$ cat src/rtl/bcd_divisibility_seq.sv
// Streaming BCD divisibility checker: MSD-first digits over valid/ready, running remainder mod DIVISOR.
// Optional feature macro: BCD_DIV_ERRCHK_EN (reject digits above 9 and abort the transaction).
module bcd_divisibility_seq #(
  parameter  int DIGITS  = 4,
  parameter  int DIVISOR = 11,
  localparam int RW      = (DIVISOR > 2) ? $clog2(DIVISOR) : 1
) (
  input  logic          CLK,
  input  logic          RST,
  input  logic          START,
  input  logic [3:0]    DIGIT_IN,
  input  logic          DIGIT_VALID,
  output logic          DIGIT_READY,
  output logic          DONE,
  output logic          DIVISIBLE,
  output logic [RW-1:0] REMAINDER,
  output logic          INVALID
);

  localparam int CW = (DIGITS > 1) ? $clog2(DIGITS) : 1;
  localparam logic [RW+3:0] TEN   = (RW + 4)'(10);
  localparam logic [RW+3:0] DIV_W = (RW + 4)'(DIVISOR);
  localparam logic [CW-1:0] LAST_IDX = CW'(DIGITS - 1);

  if (DIGITS < 1 || DIGITS > 32) begin : g_bad_digits
    $error("bcd_divisibility_seq: DIGITS must be 1..32");
  end
  if (DIVISOR < 2 || DIVISOR > 255) begin : g_bad_divisor
    $error("bcd_divisibility_seq: DIVISOR must be 2..255");
  end

  typedef enum logic [1:0] {
    IDLE,
    ACCEPT,
    FINISH
  } state_e;

  state_e        state_q, state_d;
  logic [RW-1:0] rem_q, rem_d;
  logic [CW-1:0] cnt_q, cnt_d;
  logic [RW-1:0] remainder_q, remainder_d;
  logic          divisible_q, divisible_d;

  logic          xfer;
  logic          last_digit;
  logic [RW+3:0] acc;
  logic [RW+3:0] acc_mod;
  logic [RW-1:0] rem_next;

`ifdef BCD_DIV_ERRCHK_EN
  logic invalid_q, invalid_d;
  logic digit_bad;

  assign digit_bad = (DIGIT_IN > 4'd9);
  assign INVALID   = invalid_q;
`else
  assign INVALID   = 1'b0;
`endif

  assign DIGIT_READY = (state_q == ACCEPT);
  assign DONE        = (state_q == FINISH);
  assign DIVISIBLE   = divisible_q;
  assign REMAINDER   = remainder_q;

  assign xfer       = DIGIT_VALID && DIGIT_READY;
  assign last_digit = (cnt_q == LAST_IDX);

  // r*10 + digit always fits in RW+4 bits, so the modulo needs no wider datapath.
  always_comb begin
    acc      = ({4'b0000, rem_q} * TEN) + {{RW{1'b0}}, DIGIT_IN};
    acc_mod  = acc % DIV_W;
    rem_next = acc_mod[RW-1:0];
  end

  always_comb begin
    state_d     = state_q;
    rem_d       = rem_q;
    cnt_d       = cnt_q;
    remainder_d = remainder_q;
    divisible_d = divisible_q;
`ifdef BCD_DIV_ERRCHK_EN
    invalid_d   = invalid_q;
`endif

    case (state_q)
      IDLE: begin
        if (START) begin
          state_d     = ACCEPT;
          rem_d       = '0;
          cnt_d       = '0;
          remainder_d = '0;
          divisible_d = 1'b0;
`ifdef BCD_DIV_ERRCHK_EN
          invalid_d   = 1'b0;
`endif
        end
      end

      ACCEPT: begin
        if (xfer) begin
          rem_d = rem_next;
          cnt_d = cnt_q + CW'(1);
`ifdef BCD_DIV_ERRCHK_EN
          if (digit_bad) begin
            state_d     = FINISH;
            invalid_d   = 1'b1;
            remainder_d = '0;
            divisible_d = 1'b0;
          end else
`endif
          if (last_digit) begin
            state_d     = FINISH;
            remainder_d = rem_next;
            divisible_d = (rem_next == '0);
          end
        end
      end

      FINISH: begin
        state_d = IDLE;
      end

      default: begin
        state_d = IDLE;
      end
    endcase
  end

  always_ff @(posedge CLK) begin
    if (RST) begin
      state_q     <= IDLE;
      rem_q       <= '0;
      cnt_q       <= '0;
      remainder_q <= '0;
      divisible_q <= 1'b0;
`ifdef BCD_DIV_ERRCHK_EN
      invalid_q   <= 1'b0;
`endif
    end else begin
      state_q     <= state_d;
      rem_q       <= rem_d;
      cnt_q       <= cnt_d;
      remainder_q <= remainder_d;
      divisible_q <= divisible_d;
`ifdef BCD_DIV_ERRCHK_EN
      invalid_q   <= invalid_d;
`endif
    end
  end

endmodule

$ cat config.mk
export PLATFORM = sky130hd
export DESIGN_NAME = bcd_divisibility_seq
export DESIGN_NICKNAME = d
export VERILOG_FILES = /design/src/rtl/bcd_divisibility_seq.sv
export SDC_FILE = /design/constraint.sdc
export NUM_CORES = 1
export LEC_CHECK = 0
export BUFFER_PORTS_ARGS = -buffer_cell sky130_fd_sc_hd__buf_2
export CORE_ASPECT_RATIO = 1.5
export CORE_MARGIN = 2
export CORE_UTILIZATION = 48
export DETAILED_ROUTE_END_ITERATION = 7
export PLACE_DENSITY = 0.66
export SYNTH_ARGS = -nofsm -noshare
export SYNTH_HDL_FRONTEND = slang
export SYNTH_SLANG_ARGS = --single-unit
$ cat constraint.sdc
create_clock -name CLK -period 12.23 [get_ports CLK]
set_clock_uncertainty 0.05 [all_clocks]
set_input_delay 1.223 -clock CLK [delete_from_list [all_inputs] [get_ports CLK]]
set_output_delay 1.223 -clock CLK [all_outputs]
set_load 0.01 [all_outputs]
==> metrics.csv <==
metric,value,unit
synth_cells,289,
setup-tns-final,0,ns
synth_top_cell_area_share,0.117,
dominant_combinational_cell_family_by_area_after_synthesis,compound AO/OA/AOI/OAI gates,
fill_cells,450,
critPathMaxStageDelay,0.85,ns
htree_num_levels,1,
antenna_violating_nets_left,0,
drt_pre_antenna_iters,5,
area.growth.synth_to_final,4.62,%
synth_compound_area_frac,0.466,
hold_path.class,reg2reg,
ys_ff_latch,13,
critical_path_required,12.32,ns
cts_buffers,3,
routed_wirelength,5.86,mm
multiplexer_area_fraction_after_synthesis,0.0180,
vias_per_cell,6.74,
gp_congestion,0.895,
fp.dieH,87.3,µm
grt_max_degree,25,
yosys_warnings,0,
max-cap-violations,0,
cts_sinks,13,
dp_slack,5.70,ns
status,"finished, final reports clean",
ordered_list_of_cells_on_the_worst_path,buf_2 -> ha_1 -> fa_1 -> xnor2_1 -> o311ai_1 -> a21oi_1 -> a21oi_1 -> a32o_1 -> o21ai_2 -> and2_1 -> nor2_1 -> ha_1 -> inv_1 -> nand4_1 -> nand2_2 -> o21ai_2 -> a22o_1 -> ha_1 -> o31a_4 -> xor2_1 -> a22o_1,
unique_masters_post_synth,79,
drtIter0Drc,118,
start_kind,input pin,
cts_repair_resize_count,0,
clk_transition_reported_paths,0.05,ns
clk-insertion-delay-late,0.24,ns
global_route.usage.total,0.233,
clock_tree.root_cell,sky130_fd_sc_hd__clkbuf_8,
via_count_of_the_first_global_routing_pass,2077,
maximum_fanout_encountered_on_the_critical_timing_path,11,
synth_simple_gate_area_share,0.224,
instance_area_after_placement,0.00228,mm²
synth-async-reset-ratio,0,
synth_fp_nets,309,
clock_tree_from_tritoncts,done,
hold_ws,0.395,ns
drt_drc_violations_left,0,
maxClockFrequency,156,MHz
cp_common_cell,sky130_fd_sc_hd__ha_1,
boundaryPins,16,
finalSetupViolCount,0,
timing.critical_path.arrival,6.49,ns
critical_path.endpoint_type,flip-flop,
synth_area,0.00222,mm²
antenna_cells,0,
worst-setup-path-type,in2reg,
synth-main-ff-cell,sky130_fd_sc_hd__dfxtp_1,
io_buffer_count,14,
syn-mean-instance-area,7.68,µm²
synthXorXnorAreaFrac,0.0389,
place.detailed.hpwl,4.53,mm
stdcell_area,0.00232,mm²
number_of_synthesized_flops_with_an_enable_pin,0,
finalCriticalPeriod,6.40,ns
number_of_buffers_inserted_for_hold_repair_after_clock_tree_synthesis,0,
die-area,0.00520,mm²
yosysSeqAreaShare,0.117,
grt_overflow_total,0,
min_period_over_period,0.523,
tightestPinTransition,0.995,ns
maxSlewViolCount,0,
cts_post_setup_buffers_inserted,0,
synth_top_cell_by_area,sky130_fd_sc_hd__dfxtp_1,
max-slew-margin-rel,0.332,
finalHoldViolCount,0,
fp.dieW,59.5,µm
antenna_found_initial,0,
synth.top_cells.by_count,"26 x sky130_fd_sc_hd__nand2_1, 24 x sky130_fd_sc_hd__a21oi_1, 19 x sky130_fd_sc_hd__nor2_1",
core-area,0.00450,mm²
timing.final.ws_setup,5.83,ns
synth.area.top_cells,"sky130_fd_sc_hd__dfxtp_1 12%, sky130_fd_sc_hd__ha_1 5.6%, sky130_fd_sc_hd__a21oi_1 5.4%",
grt_setup_unrepaired,no,
finalNetCount,314,
initial_utilization,0.493,
crit_slowest_cell,sky130_fd_sc_hd__xnor2_1,
synth.most_common_cell,sky130_fd_sc_hd__nand2_1,
crit_path_buffers_inverters,2,
floorplan.rows,30,
yosys.area_share.adder,0.0789,
cp_top_family,compound AO/OA/AOI/OAI gates,
global_route_wire_length_before_repair,9.66,mm
detailroute.via_count,2298,
post_route_cells_drive_above_1_share,0.123,
cts-root-to-sink-buffers,2,
routedWlPerCell,17.2,µm
==> cells in the final DEF, fill, tap and decap left out, drive strengths merged, types with 5 or more instances in the layout <==
master,instances
a21oi,24
a221oi,6
buf,14
a21o,9
o31ai,5
nand2,27
a211oi,7
nor3,9
nand3,8
inv,13
nand2b,7
o211ai,5
a22o,6
ha,10
dfxtp,13
nor2b,7
nor2,19
o21ai,19
xnor2,6
==> flip-flops by register name (all words and copies together), names as in the netlist <==
| name | flops |
|---|---|
| DIVISIBLE | 1 |
| REMAINDER | 4 |
| cnt_q | 2 |
| rem_q | 4 |
| state_q | 2 |
==> worst paths after layout <==
kind,from,to,slack [ns],cells after the start
worst max-delay path,DIGIT_IN[1],rem_q[0]$_SDFFE_PP0P_,5.83,21
worst min-delay path,REMAINDER[2]$_SDFFE_PP0P_,REMAINDER[2]$_SDFFE_PP0P_,0.39,2
worst max register to register,rem_q[3]$_SDFFE_PP0P_,REMAINDER[1]$_SDFFE_PP0P_,5.84,22
worst min register to register,REMAINDER[2]$_SDFFE_PP0P_,REMAINDER[2]$_SDFFE_PP0P_,0.39,2
==> per-layer routing <==
layer  share of wire  wire, µm  global-route usage  vias to the layer above
met5               0         0                   0                        -
met4           0.030       177              0.0949                        0
met3           0.040       236             0.00892                       19
met2            0.52      3050               0.410                       81
met1            0.41      2390               0.290                     1071
li1                -         -                   -                     1127
==> cell families (layout without fill, tap and decap cells) <==
group	after synthesis	count (layout)
compound gates	125	125
xor+xnor	9	9
fa+ha+maj	13	13
buf+inv	27	31
flops	13	13
mux	4	4
other cells	1	1
simple gates	97	97
==> stage by stage <==
stage / std cells / util
3_5_place_dp: 337 / 0.506
2_1_floorplan: 289 / -
3_3_place_gp: 337 / 0.506
5_1_grt: 341 / 0.516
4_1_cts: 341 / 0.516
6_report: 341 / 0.516
==> worst register-to-register path: stages, from the launching register on <==
cell and delay, ns:
sky130_fd_sc_hd__dfxtp_1 0.45, sky130_fd_sc_hd__ha_1 0.35, sky130_fd_sc_hd__ha_1 0.18, sky130_fd_sc_hd__inv_1 0.06
sky130_fd_sc_hd__fa_1 0.92, sky130_fd_sc_hd__and2b_1 0.36, sky130_fd_sc_hd__a221oi_4 0.57, sky130_fd_sc_hd__nor3_1 0.11
sky130_fd_sc_hd__o31a_1 0.38, sky130_fd_sc_hd__a311oi_4 0.37, sky130_fd_sc_hd__a31oi_4 0.21, sky130_fd_sc_hd__and2_1 0.24
sky130_fd_sc_hd__nor2_1 0.17, sky130_fd_sc_hd__ha_1 0.28, sky130_fd_sc_hd__inv_1 0.11, sky130_fd_sc_hd__nand4_1 0.12
sky130_fd_sc_hd__nand2_2 0.08, sky130_fd_sc_hd__o21ai_2 0.17, sky130_fd_sc_hd__a22o_1 0.23, sky130_fd_sc_hd__ha_1 0.27
sky130_fd_sc_hd__o31a_4 0.20, sky130_fd_sc_hd__mux2i_1 0.30, sky130_fd_sc_hd__o21ai_1 0.10
==> area by class of cell <==
type	instances	area, µm²	share of cell area
timing repair buffer	14	70.1	0.0302
clock buffer	4	45.0	0.0194
inverter	13	48.8	0.0210
tap	48	60.1	0.0258
multi-input combinational	249	1840	0.792
sequential	13	260	0.112
Power is left out: the tool's default activity adds up to more than one toggle a clock period on the data nets, which glitch-free logic cannot reach.
